$ cat config.mk
export PLATFORM = sky130hd
export DESIGN_NAME = program_loader
export DESIGN_NICKNAME = d
export VERILOG_FILES = /design/src/rtl/loader_pkg.sv /design/src/rtl/program_loader.sv
export SDC_FILE = /design/constraint.sdc
export NUM_CORES = 1
export LEC_CHECK = 0
export ABC_AREA = 1
export CAP_MARGIN = 20
export CELL_PAD_IN_SITES_DETAIL_PLACEMENT = 0
export CELL_PAD_IN_SITES_GLOBAL_PLACEMENT = 1
export CORE_MARGIN = 8
export CORE_UTILIZATION = 39
export DETAILED_ROUTE_END_ITERATION = 8
export GPL_ROUTABILITY_DRIVEN = 0
export PLACE_DENSITY_LB_ADDON = 0.1
export RECOVER_POWER = 100
export SLEW_MARGIN = 20
export SYNTH_ARGS = -nofsm -noshare
export SYNTH_HDL_FRONTEND = slang
export SYNTH_SLANG_ARGS = --single-unit
$ cat constraint.sdc
create_clock -name clk -period 2.95 [get_ports clk]
set_input_delay 0.885 -clock clk [delete_from_list [all_inputs] [get_ports clk]]
set_output_delay 0.885 -clock clk [all_outputs]
set_load 0.005 [all_outputs]
$ cat src/rtl/loader_pkg.sv
// Shared state encoding and handshake bytes for the boot-time program loader.
package loader_pkg;

    typedef enum logic [2:0] {
        LEN   = 3'd0,
        INSTR = 3'd1,
        IMM   = 3'd2,
        SUM   = 3'd3,
        ACK   = 3'd4,
        ERR   = 3'd5,
        RUN   = 3'd6
    } state_t;

    localparam logic [7:0] ACK_OK  = 8'hAA;
    localparam logic [7:0] ACK_ERR = 8'hEE;

endpackage

$ cat src/rtl/program_loader.sv
// Fills instruction/immediate ROMs from UART words, verifies an XOR checksum,
// acknowledges the host and then releases the core and hands over the UART.
import loader_pkg::*;

module program_loader #(
    parameter int ROM_SIZE_WIDTH = 13
) (
    input  logic                      clk,
    input  logic                      rst,
    input  logic                      recv_ready,
    input  logic [31:0]               recv_data,
    output logic                      recv_enable,
    input  logic                      send_ready,
    output logic                      send_enable,
    output logic [7:0]                send_data,
    output logic                      imem_we,
    output logic                      immm_we,
    output logic [ROM_SIZE_WIDTH-1:0] mem_addr,
    output logic [31:0]               mem_wdata,
    output logic                      core_rst,
    output logic                      loader_active
);

    localparam logic [31:0] MAX_LEN = 32'd1 << ROM_SIZE_WIDTH;
    localparam logic [ROM_SIZE_WIDTH:0] IDX_ONE = {{ROM_SIZE_WIDTH{1'b0}}, 1'b1};

    state_t                    state_q, state_d;
    logic [31:0]               count_q, count_d;
    logic [31:0]               sum_q, sum_d;
    logic [ROM_SIZE_WIDTH:0]   idx_q, idx_d;
    logic                      pop_q;
    logic                      imem_we_q, imem_we_d;
    logic                      immm_we_q, immm_we_d;
    logic [ROM_SIZE_WIDTH-1:0] addr_q, addr_d;
    logic [31:0]               wdata_q, wdata_d;
    logic                      rx_state;
    logic                      last_pair;

    // pop_q blocks a second pop on the cycle right after one, so the
    // receiver always has an edge to present its next head word.
    assign rx_state    = (state_q == LEN) || (state_q == INSTR) ||
                         (state_q == IMM) || (state_q == SUM);
    assign recv_enable = rx_state && recv_ready && !pop_q;

    // idx is one bit wider than the address so a full-size image ends cleanly.
    assign last_pair = ({{(31-ROM_SIZE_WIDTH){1'b0}}, idx_q} == (count_q - 32'd1));

    always_comb begin
        state_d     = state_q;
        count_d     = count_q;
        sum_d       = sum_q;
        idx_d       = idx_q;
        imem_we_d   = 1'b0;
        immm_we_d   = 1'b0;
        addr_d      = addr_q;
        wdata_d     = wdata_q;
        send_enable = 1'b0;
        send_data   = 8'h00;
        case (state_q)
            LEN: if (recv_enable) begin
                count_d = recv_data;
                idx_d   = '0;
                sum_d   = '0;
                if (recv_data > MAX_LEN)    state_d = ERR;
                else if (recv_data == 32'd0) state_d = SUM;
                else                         state_d = INSTR;
            end
            INSTR: if (recv_enable) begin
                imem_we_d = 1'b1;
                addr_d    = idx_q[ROM_SIZE_WIDTH-1:0];
                wdata_d   = recv_data;
                sum_d     = sum_q ^ recv_data;
                state_d   = IMM;
            end
            IMM: if (recv_enable) begin
                immm_we_d = 1'b1;
                addr_d    = idx_q[ROM_SIZE_WIDTH-1:0];
                wdata_d   = recv_data;
                sum_d     = sum_q ^ recv_data;
                if (last_pair) begin
                    state_d = SUM;
                end else begin
                    idx_d   = idx_q + IDX_ONE;
                    state_d = INSTR;
                end
            end
            SUM: if (recv_enable) begin
                state_d = (recv_data == sum_q) ? ACK : ERR;
            end
            ACK: if (send_ready) begin
                send_enable = 1'b1;
                send_data   = ACK_OK;
                state_d     = RUN;
            end
            ERR: if (send_ready) begin
                send_enable = 1'b1;
                send_data   = ACK_ERR;
                state_d     = LEN;
            end
            RUN:     state_d = RUN;
            default: state_d = LEN;
        endcase
    end

    always_ff @(posedge clk) begin
        if (rst) begin
            state_q   <= LEN;
            count_q   <= '0;
            sum_q     <= '0;
            idx_q     <= '0;
            pop_q     <= 1'b0;
            imem_we_q <= 1'b0;
            immm_we_q <= 1'b0;
            addr_q    <= '0;
        end else begin
            state_q   <= state_d;
            count_q   <= count_d;
            sum_q     <= sum_d;
            idx_q     <= idx_d;
            pop_q     <= recv_enable;
            imem_we_q <= imem_we_d;
            immm_we_q <= immm_we_d;
            addr_q    <= addr_d;
        end
    end

    always_ff @(posedge clk) begin
        wdata_q <= wdata_d;
    end

    assign imem_we       = imem_we_q;
    assign immm_we       = immm_we_q;
    assign mem_addr      = addr_q;
    assign mem_wdata     = wdata_q;
    assign core_rst      = (state_q != RUN);
    assign loader_active = (state_q != RUN);

endmodule
==> results.md <==
* Global-route wire length before repair at 34200 um
* Root Driver: clkbuf_16
* Hold Path Stages at 2
* Share of cells above drive strength 1 at 0.08829
* Overall Power at 7.673 mW
* Initial core utilization at 0.4000
* CTS tree: done
* Startpoint Class: input pin
* Sequential area share after synthesis at 0.4195
* Yosys top cell area share at 0.2807
* Post-DP HPWL at 16540 um
* Crit path DAT at 1970 ps
* DIE AREA at 22260 sq um
* Synth-to-Final Area Change at 26.84%
* Total number of vias at 6529
* Status: complete, no violations
* Crit path from: send_ready
* Peak Freq at 350.6 MHz
* Hold_ws at 475.4 ps
* Path depth of the worst reg2reg path at 16
* Vias per inst at 5.018
* Final setup vio count at 0
* Crit. End Element: primary output
* Fin crit share at 0.9669
* Unrepaired setup endpoints after global routing: no
* All-Layer GR Usage at 0.1964
* Final hold viol count at 0
* Pleak at 3.470 nW
* Crit Path Category: in2out
* Row count at 48
* Top post-synthesis cells by area: dfxtp_1 (28%), edfxtp_1 (14%), nand2_1 (9.5%)
* Cell taking the most area after synthesis: dfxtp_1
* WHS Endpoint: sum_q[18]$_SDFFE_PP0P_
* Total CTS buffers at 17
* Reg-to-reg critical path startpoint: count_q[0]$_SDFFE_PP0P_
* Final Non-Filler Cells at 1301
* Syn Inst Count at 949
* # nets final at 1101
* Die Y at 149.2 um
* Synthesized area per cell at 7.291 sq um
* Clk Latency, worst-skew pair at 420 ps
* Crit-path max FO at 4
* Distinct cell type count after synthesis at 41
* DR iter-0 viols at 484
* Flop2flop setup slack at 380 ps
* I/O Pins at 95
* H-tree levels at 4
* ANT cells at 0
* Slew Limit Fails at 0
* Worst-path clk slew at 60 ps
* Core Area at 17300 sq um
* Die X at 149.2 um
* Hold_sp: sum_q[18]$_SDFFE_PP0P_
* Buffers on Ports at 92
* RR Endpoint: idx_q[10]$_SDFFE_PP0P_
* Yosys warnings at 0
* End-of-flow core utilization at 0.5074
* Clock Skew at 15.84 ps
* CTS max path bufs at 2
* Slew @ Worst Pin at 577.9 ps
* Hold Path Class: reg2reg
* Drc violations at 0
* GR Overflow Total at 0
* Pre-antenna DRT Iters at 5
* Largest net degree at the start of global routing at 50
* Filler instances at 1760
* # placed instances at 1269
* Pwr Density at 874.3 nW/um^2
* #FFs+latches synth at 129
* DR WL/cell at 16.57 um
* Maxcap violations at 0
* Slew Limit Headroom at 0.6147
* Clock Sinks at 129
* Maximum vdd drop at 418.2 uV
* Final wirelength at 21560 um
* Worst path required time at 2070 ps
* Vias in the first global route at 6219
* Antenna-violating nets left at 0
* Final Critical Period at 2852 ps
* Initial antenna violation count at 0
* Syn Std Cell Area at 6919 sq um
-- worst max path at each step --
stage,endpoint,slack [ps],depth (start not counted)
after detailed placement,send_data[2],-170,4
after floorplan,mem_wdata[0]$_DFFE_PP_,250,8
after global placement,send_data[2],-150,4
after global routing,recv_enable,20,6
final,send_data[1],100,5
after CTS,send_data[1],100,5
-- timing repair --
item	4_1_cts	5_1_grt
endpoints found under the setup margin	8	0
endpoints found under the hold margin	0	0
hold buffers	0	0
gates resized for setup	9	0
buffers inserted	0	0
-- where the power goes --
part | internal, mW | switching, mW
clock | 1.33 | 0.809
sequential | 2.12 | 0.245
combinational | 1.09 | 2.08
total | 4.54 | 3.14
-- cells in the mapped netlist, drive strengths merged --
cell / number
a21boi: 1
a21oi: 87
a31oi: 1
and2: 1
buf: 17
clkbuf: 31
clkinv: 2
conb: 1
dfxtp: 97
edfxtp: 32
ha: 2
inv: 75
nand2: 185
nand3: 51
nand3b: 7
nand4: 29
nor2: 157
nor3: 9
nor3b: 1
nor4: 9
o211ai: 1
o21ai: 76
o22ai: 1
or2: 2
or3: 17
xnor2: 34
xor2: 23
-- stage by stage --
stage,TNS (ps),setup WS (ps),cell area (sq um)
5_1_grt,0,23.13,8776
4_1_cts,0,96.25,8890
2_1_floorplan,0,253.0,6923
3_3_place_gp,-872.9,-150.4,8299
6_report,0,97.76,8776
3_5_place_dp,-976.2,-167.0,8299
-- layout by cell type, fill, tap and decap left out, drive strengths merged, types with 2 or more instances in the layout --
cell type | Yosys | final
a21oi | 87 | 87
buf | 17 | 27
bufinv | 0 | 3
clkbuf | 31 | 43
clkdlybuf4s50 | 0 | 18
clkinv | 2 | 6
clkinvlp | 0 | 4
conb | 1 | 2
dfxtp | 97 | 97
dlygate4sd2 | 0 | 8
dlygate4sd3 | 0 | 65
edfxtp | 32 | 32
ha | 2 | 2
inv | 75 | 77
nand2 | 185 | 185
nand3 | 51 | 51
nand3b | 7 | 7
nand4 | 29 | 29
nor2 | 157 | 157
nor3 | 9 | 9
nor4 | 9 | 9
o21ai | 76 | 76
or2 | 2 | 2
or3 | 17 | 17
xnor2 | 34 | 34
xor2 | 23 | 23
-- metal layers --
| metal | vias up | GRT usage | routed length, um |
|---|---|---|---|
| met5 | - | 0 | 0 |
| met4 | 0 | 0.05805 | 253 |
| met2 | 133 | 0.2993 | 9633 |
| li1 | 3361 | - | - |
| met1 | 3017 | 0.2750 | 10820 |
| met3 | 18 | 0.03792 | 851 |
-- cell families after synthesis --
logic type / share of synthesized area
AOI/OAI and AO/OA: 0.1224
adders and majority gates: 0.003616
and+or+nand+nor: 0.3061
xor gates and xnor gates: 0.07215
buffers and inverters: 0.07559
DFF: 0.4195
other: 0.0005420
-- worst max-delay path: stages --
cell	delay, ps
clkdlybuf4s50_1	450
inv_1	70
nor3_1	180
buf_4	150
dlygate4sd2_1	230
-- final cells by class --
class                   instances  area [sq um]  area share
multi-input cells             696          3505      0.3993
flip-flops and latches        129          2903      0.3308
repair buffers                142          1204      0.1372
clock buffers                  19         432.9     0.04933
inverters                      77         289.0     0.03293
well taps                     225         281.5     0.03208
clock inverters                13         161.4     0.01839
-- registers in the layout, indices dropped and copies added (netlist names) --
name / cells
imem_we: 1
state_q: 3
idx_q: 14
immm_we: 1
pop_q: 1
mem_addr: 13
mem_wdata: 32
count_q: 32
sum_q: 32
(Power assumes the default switching activity.)
